### config.mk
export PLATFORM = sky130hd
export DESIGN_NAME = mod_decomp_balanced_flat
export DESIGN_NICKNAME = d
export VERILOG_FILES = /design/src/rtl/mod_decomp_balanced_pkg.sv /design/src/rtl/mod_decomp_balanced_if.sv /design/src/rtl/mod_decomp_balanced_digit.sv /design/src/rtl/mod_decomp_balanced.sv /design/src/flat_wrapper.sv
export SDC_FILE = /design/constraint.sdc
export NUM_CORES = 1
export LEC_CHECK = 0
export CAP_MARGIN = 15
export CORE_ASPECT_RATIO = 0.8
export CORE_UTILIZATION = 41
export CTS_CLUSTER_SIZE = 40
export DETAILED_ROUTE_END_ITERATION = 10
export PLACE_DENSITY = 0.78
export SLEW_MARGIN = 20
export SYNTH_ARGS = -nofsm -noshare
export SYNTH_HDL_FRONTEND = slang
export SYNTH_SLANG_ARGS = --single-unit
### constraint.sdc
create_clock -name clk -period 3.1 [get_ports clk]
set_clock_uncertainty 0.1 [all_clocks]
set_input_delay 0.93 -clock clk [delete_from_list [all_inputs] [get_ports clk]]
set_output_delay 0.93 -clock clk [all_outputs]
set_load 0.1 [all_outputs]
### src/rtl/mod_decomp_balanced_pkg.sv
// Shared types for the balanced gadget decomposer: FSM state encoding and
// the decomposition geometry (base width, digit count).
package mod_decomp_balanced_pkg;

    typedef enum logic {
        ST_IDLE = 1'b0,
        ST_RUN  = 1'b1
    } dec_state_e;

    typedef struct packed {
        int unsigned base_w;
        int unsigned level;
    } decomp_cfg_t;

    // Number of low coefficient bits that are rounded away before digit extraction.
    function automatic int drop_bits(input int mod_w, input decomp_cfg_t cfg);
        return mod_w - int'(cfg.base_w * cfg.level);
    endfunction

endpackage

### src/rtl/mod_decomp_balanced_if.sv
// Coefficient-in / digit-out stream bundle. The master drives coefficients
// and output ready; the slave (decomposer) answers with ready and digits.
interface mod_decomp_balanced_if #(
    parameter int MOD_W  = 33,
    parameter int BASE_W = 4,
    parameter int SIDE_W = 0
);
    localparam int SW = (SIDE_W > 0) ? SIDE_W : 1;

    logic [MOD_W-1:0]  in_a;
    logic [SW-1:0]     in_side;
    logic              in_avail;
    logic              in_rdy;
    logic [BASE_W-1:0] out_digit;
    logic [SW-1:0]     out_side;
    logic              out_last;
    logic              out_avail;
    logic              out_rdy;

    modport master (
        output in_a, in_side, in_avail, out_rdy,
        input  in_rdy, out_digit, out_side, out_last, out_avail
    );

    modport slave (
        input  in_a, in_side, in_avail, out_rdy,
        output in_rdy, out_digit, out_side, out_last, out_avail
    );

endinterface

### src/rtl/mod_decomp_balanced_digit.sv
// One balanced digit step: adds the incoming carry to a BASE_W-bit slice and
// folds values at or above half the base into the negative range.
module mod_decomp_balanced_digit #(
    parameter int BASE_W = 4
) (
    input  logic [BASE_W-1:0] slice_i,
    input  logic              carry_i,
    output logic [BASE_W-1:0] digit_o,
    output logic              carry_o
);
    localparam logic [BASE_W:0] HALF = (BASE_W+1)'(1) << (BASE_W - 1);

    logic [BASE_W:0] v;

    assign v = {1'b0, slice_i} + {{BASE_W{1'b0}}, carry_i};
    // Subtracting 2^BASE_W leaves the low bits untouched in two's complement.
    assign digit_o = v[BASE_W-1:0];
    assign carry_o = (v >= HALF);

endmodule

### src/rtl/mod_decomp_balanced.sv
// Signed balanced gadget decomposition: rounds a coefficient to LEVEL*BASE_W
// bits and streams LEVEL balanced digits, least-significant first.
module mod_decomp_balanced
    import mod_decomp_balanced_pkg::*;
#(
    parameter int         MOD_W    = 33,
    parameter int         BASE_W   = 4,
    parameter int         LEVEL    = 3,
    parameter int         SIDE_W   = 0,
    parameter logic [1:0] RST_SIDE = 2'b00
) (
    input  logic                  clk,
    input  logic                  s_rst,
    mod_decomp_balanced_if.slave  bus
);
    localparam decomp_cfg_t CFG = '{base_w: BASE_W, level: LEVEL};
    localparam int S_RAW = drop_bits(MOD_W, CFG);
    localparam int S     = (S_RAW > 0) ? S_RAW : 0;
    localparam int RW    = MOD_W - S;
    localparam int CNT_W = (LEVEL > 1) ? $clog2(LEVEL) : 1;
    localparam int SW    = (SIDE_W > 0) ? SIDE_W : 1;

    if (BASE_W < 2 || BASE_W > 16) begin : g_bad_base
        $fatal(1, "mod_decomp_balanced: BASE_W=%0d outside 2..16", BASE_W);
    end
    if (LEVEL < 1 || S_RAW < 0) begin : g_bad_level
        $fatal(1, "mod_decomp_balanced: LEVEL*BASE_W=%0d exceeds MOD_W=%0d", LEVEL * BASE_W, MOD_W);
    end

    dec_state_e        state_q, state_d;
    logic [CNT_W-1:0]  cnt_q, cnt_d;
    logic [RW-1:0]     rem_q, rem_d;
    logic              carry_q, carry_d;
    logic [BASE_W-1:0] digit_q, digit_d;
    logic [SW-1:0]     side_q;

    logic [RW-1:0]     r_round;
    logic [BASE_W-1:0] slice;
    logic              cin;
    logic [BASE_W-1:0] dig;
    logic              cout;
    logic              is_last;
    logic              out_avail;
    logic              out_last;
    logic              in_rdy;
    logic              accept;
    logic              out_xfer;

    // Round to nearest at bit S; the overflow out of RW bits wraps away.
    if (S > 0) begin : g_round
        assign r_round = bus.in_a[MOD_W-1:S] + RW'(bus.in_a[S-1]);
    end else begin : g_noround
        assign r_round = bus.in_a;
    end

    assign is_last  = (cnt_q == CNT_W'(LEVEL - 1));
    assign accept   = bus.in_avail && in_rdy;
    assign out_xfer = out_avail && bus.out_rdy;

    // The new coefficient's digit 0 and the running digits share one step unit.
    assign slice = accept ? r_round[BASE_W-1:0] : rem_q[BASE_W-1:0];
    assign cin   = accept ? 1'b0 : carry_q;

    mod_decomp_balanced_digit #(.BASE_W(BASE_W)) u_digit (
        .slice_i (slice),
        .carry_i (cin),
        .digit_o (dig),
        .carry_o (cout)
    );

    always_ff @(posedge clk) begin
        if (s_rst) begin
            state_q <= ST_IDLE;
            cnt_q   <= '0;
            rem_q   <= '0;
            carry_q <= 1'b0;
            digit_q <= '0;
        end else begin
            state_q <= state_d;
            cnt_q   <= cnt_d;
            rem_q   <= rem_d;
            carry_q <= carry_d;
            digit_q <= digit_d;
        end
    end

    always_ff @(posedge clk) begin
        if (s_rst && RST_SIDE[0]) begin
            side_q <= '0;
        end else if (s_rst && RST_SIDE[1]) begin
            side_q <= '1;
        end else if (accept) begin
            side_q <= bus.in_side;
        end
    end

    always_comb begin
        state_d = state_q;
        case (state_q)
            ST_IDLE: if (accept) state_d = ST_RUN;
            ST_RUN:  if (out_xfer && is_last && !accept) state_d = ST_IDLE;
            default: state_d = ST_IDLE;
        endcase
    end

    always_comb begin
        cnt_d   = cnt_q;
        rem_d   = rem_q;
        carry_d = carry_q;
        digit_d = digit_q;
        if (accept) begin
            cnt_d   = '0;
            rem_d   = r_round >> BASE_W;
            carry_d = cout;
            digit_d = dig;
        end else if (out_xfer && !is_last) begin
            cnt_d   = cnt_q + CNT_W'(1);
            rem_d   = rem_q >> BASE_W;
            carry_d = cout;
            digit_d = dig;
        end
    end

    always_comb begin
        out_avail = (state_q == ST_RUN);
        out_last  = (state_q == ST_RUN) && is_last;
        in_rdy    = !s_rst && ((state_q == ST_IDLE) || (bus.out_rdy && out_last));
    end

    assign bus.out_avail = out_avail;
    assign bus.out_last  = out_last;
    assign bus.in_rdy    = in_rdy;
    assign bus.out_digit = digit_q;
    assign bus.out_side  = side_q;

endmodule

### src/flat_wrapper.sv
// flat-port wrapper written by rule: the top's interface ports become plain ports
module mod_decomp_balanced_flat import mod_decomp_balanced_pkg::*;
#(
    parameter int         MOD_W    = 33,
    parameter int         BASE_W   = 4,
    parameter int         LEVEL    = 3,
    parameter int         SIDE_W   = 0,
    parameter logic [1:0] RST_SIDE = 2'b00
)
  (clk, s_rst, bus_in_a, bus_in_side, bus_in_avail, bus_out_rdy, bus_in_rdy, bus_out_digit, bus_out_side, bus_out_last, bus_out_avail);
  mod_decomp_balanced_if #(.MOD_W(MOD_W), .BASE_W(BASE_W), .SIDE_W(SIDE_W)) bus_i ();
  input  logic clk;
  input  logic s_rst;
  input wire logic [$bits(bus_i.in_a)-1:0] bus_in_a;
  input wire logic [$bits(bus_i.in_side)-1:0] bus_in_side;
  input wire logic [$bits(bus_i.in_avail)-1:0] bus_in_avail;
  input wire logic [$bits(bus_i.out_rdy)-1:0] bus_out_rdy;
  output wire logic [$bits(bus_i.in_rdy)-1:0] bus_in_rdy;
  output wire logic [$bits(bus_i.out_digit)-1:0] bus_out_digit;
  output wire logic [$bits(bus_i.out_side)-1:0] bus_out_side;
  output wire logic [$bits(bus_i.out_last)-1:0] bus_out_last;
  output wire logic [$bits(bus_i.out_avail)-1:0] bus_out_avail;
  assign bus_i.in_a = bus_in_a;
  assign bus_i.in_side = bus_in_side;
  assign bus_i.in_avail = bus_in_avail;
  assign bus_i.out_rdy = bus_out_rdy;
  assign bus_in_rdy = bus_i.in_rdy;
  assign bus_out_digit = bus_i.out_digit;
  assign bus_out_side = bus_i.out_side;
  assign bus_out_last = bus_i.out_last;
  assign bus_out_avail = bus_i.out_avail;
  mod_decomp_balanced #(.MOD_W(MOD_W), .BASE_W(BASE_W), .LEVEL(LEVEL), .SIDE_W(SIDE_W), .RST_SIDE(RST_SIDE)) u_core (.clk(clk), .s_rst(s_rst), .bus(bus_i));
endmodule
==> out/qor.csv <==
stage,metric,value,unit
critical_path,reg2reg start,u_core.cnt_q[0]$_SDFFE_PP0P_,
die,Die H,47.31,µm
global_route,largest net degree at the start of global routing,10,
place,gpl congestion,0.8250,
layout,share of cells above drive strength 1,16.35,%
routing,Post-Route WL,2326,µm
synthesis,post-synth cell types,38,
global_route,GRT Util Overall,18.42,%
routing,DRT Pass-1 Iters,4,
global_route,antenna violations before repair,0,
die,FP Rows,16,
cts,Post-CTS Setup Bufs,0,
critical_path,critical path endpoint category,output pin,
die,Core Region,2442,µm²
die,top-level I/O count,46,
sta,worst slew pin tran,0.5407,ns
place,hpwl dp,1950,µm
die,Initial Util,43.08,%
cts,clock latency on the worst-skew pair,0.29,ns
sta,Fmax achieved,343.3,MHz
synthesis,post-synth top area share,30.44,%
sta,Final WS setup,0.1871,ns
cts,cts repair resizes,0,
critical_path,Worst Path Arrival,1.88,ns
synthesis,Post-Synthesis Mean Instance Area,8.221,µm²
worst_hold_path,HP Start,u_core.rem_q[5]$_SDFFE_PP0P_,
cts,TritonCTS clock tree,built,
critical_path,Worst Setup Path Type,in -> out,
routing,via count,989,
cts,Sink Count,17,
synthesis,Post-Syn Nets,171,
routing,DR iter-0 viols,28,
critical_path,crit-path max FO,3,
critical_path,Setup crit start kind,input pin,
sta,Final Cycle Share,93.96,%
power_and_ir_drop,pwr dens,389.8,nW/µm²
layout,fin area,1390,µm²
routing,vias per cell,5.072,
synthesis,Syn. warnings,0,
run_status,outcome,completed,
worst_hold_path,Hold Crit Class,reg -> reg,
routing,number of remaining DRC errors,0,
layout,nets,203,
sta,final max-slew violation count,0,
routing,Post-DRT Antenna Nets,0,
cts,CTS max path bufs,2,
layout,antenna cell count,0,
cts,"Reg clk slew, reported paths",0.09,ns
place,pre-CTS setup slack,0.04123,ns
sta,Setup TNS,0,ns
sta,min Tclk post-route,2.913,ns
power_and_ir_drop,VDD IR max,0.1499,mV
job,max-cap viol count,0,
routing,Routed wire per std cell,11.93,µm
synthesis,register bit total from synthesis,17,
cts,CTS buffer count,3,
synthesis,"top cells by area, synth","dfxtp_1, nand2_1, ha_1, xor2_1, nor2_1",
cts,cts hold-fix bufs,0,
critical_path,Setup crit start,bus_out_rdy,
synthesis,"area leader, netlist",dfxtp_1,
die,die footprint,2774,µm²
die,Die Width,58.64,µm
cts,clk root buf,clkbuf_4,
place,Port-buffer cells,25,
sta,Max-slew headroom,63.95,%
layout,"commonest cells after routing, fill and taps aside","nand2_1, clkdlybuf4s50_1, dfxtp_1, nor2_1, buf_4",
layout,"most common cell after layout, fill and taps aside",nand2_1,
synthesis,Synth Cell Area,1052,µm²
synthesis,post-synthesis sequential area ratio,33.29,%
cts,H-Tree Depth,1,
power_and_ir_drop,leak pwr,0.5543,nW
global_route,GR Overflow Total,0,
global_route,first-pass GRT wire length,3795,µm
sta,final hold viol count,0,
sta,RSZ-0062 raised after global routing,no,
critical_path,critical path required time,2.07,ns
global_route,vias in the first global route,905,
synthesis,Mapped Cells,128,
sta,final setup fails,0,
layout,"Area growth, synth to finish",32.10,%
place,total placed instance area,1364,µm²
final timing paths:
kind	endpoint	slack [ns]	cells after the start
worst max-delay path	bus_in_rdy	0.19	4
worst max register to register	u_core.carry_q$_SDFFE_PP0P_	0.89	10
worst min-delay path	u_core.rem_q[5]$_SDFFE_PP0P_	0.36	2
worst min register to register	u_core.rem_q[5]$_SDFFE_PP0P_	0.36	2
power breakdown:
part	switching [W]	internal, W
sequential	0.00000891	0.000235
clock	0.0000699	0.0000500
combinational	0.000109	0.0000689
cells in the mapped netlist:
library cell  instances
nor3_2                1
nand2_1              19
a211o_1               1
nor2b_4               1
edfxtp_1              1
nand2b_1              1
mux2i_1               2
xor2_1                7
a21oi_1               6
nand3b_1              1
o21ai_1               2
a311oi_1              2
o22a_1                1
nor3b_1               1
and3_1                1
buf_6                 1
dfxtp_1              16
inv_1                 3
o221ai_1              1
nor2_1               16
buf_4                 1
nor4_2                1
a22oi_1               1
nand2_2               1
and4b_1               1
a21bo_1               1
o22ai_1               3
a211oi_1              3
mux2i_4               1
and2_1                2
nand3_1              11
ha_1                  5
xnor2_1               6
clkbuf_1              2
inv_2                 2
nor2b_1               1
nor3_1                1
buf_2                 1
cells by family (layout without fill, tap and decap cells):
group,Yosys count,in the layout,synth area share (%)
simple gates,59,59,27.59
compound gates,21,21,13.56
flops,17,17,33.29
xor+xnor,13,13,10.82
buf+inv,10,41,4.756
fa+ha+maj,5,5,5.945
mux,3,3,4.043
per-stage QoR:
stage | cells | hold WS [ns] | util, % | power (W)
CTS | 195 | 0.3584 | 56.92 | 0.0005455
floorplan | 128 | 0.3280 | - | 0.0003663
detailed placement | 191 | 0.3466 | 55.84 | 0.0004271
global placement | 191 | 0.3409 | 55.84 | 0.0004224
finish | 195 | 0.3609 | 56.92 | 0.0005419
global route | 195 | 0.3980 | 56.92 | 0.0005699
worst max-delay path, stage by stage:
cell and delay (ns):
clkdlybuf4s50_1 0.51, a21oi_1 0.11, nor2_2 0.14, buf_12 0.19
registers in the layout (all words and copies together) (netlist names):
signal and flops:
u_core.bus.out_avail 1, u_core.rem_q 8, u_core.cnt_q 2, u_core.bus.out_side 1, u_core.bus.out_digit 4, u_core.carry_q 1
area by class of cell:
cell class	instances	area (µm²)
fill	248	1052
multi-input combinational	101	654.4
sequential	17	350.3
timing repair buffer	32	295.3
tap	36	45.04
clock buffer	4	26.28
inverter	5	18.77
per-layer routing:
metal | wire [µm] | GRT usage, % | vias up
met5 | 0 | 0 | -
met4 | 16 | 4.286 | 0
met3 | 97 | 2.479 | 2
met2 | 1142 | 35.86 | 27
met1 | 1069 | 22.04 | 456
li1 | - | - | 504
No activity file was read; power rests on OpenSTA's default activity.
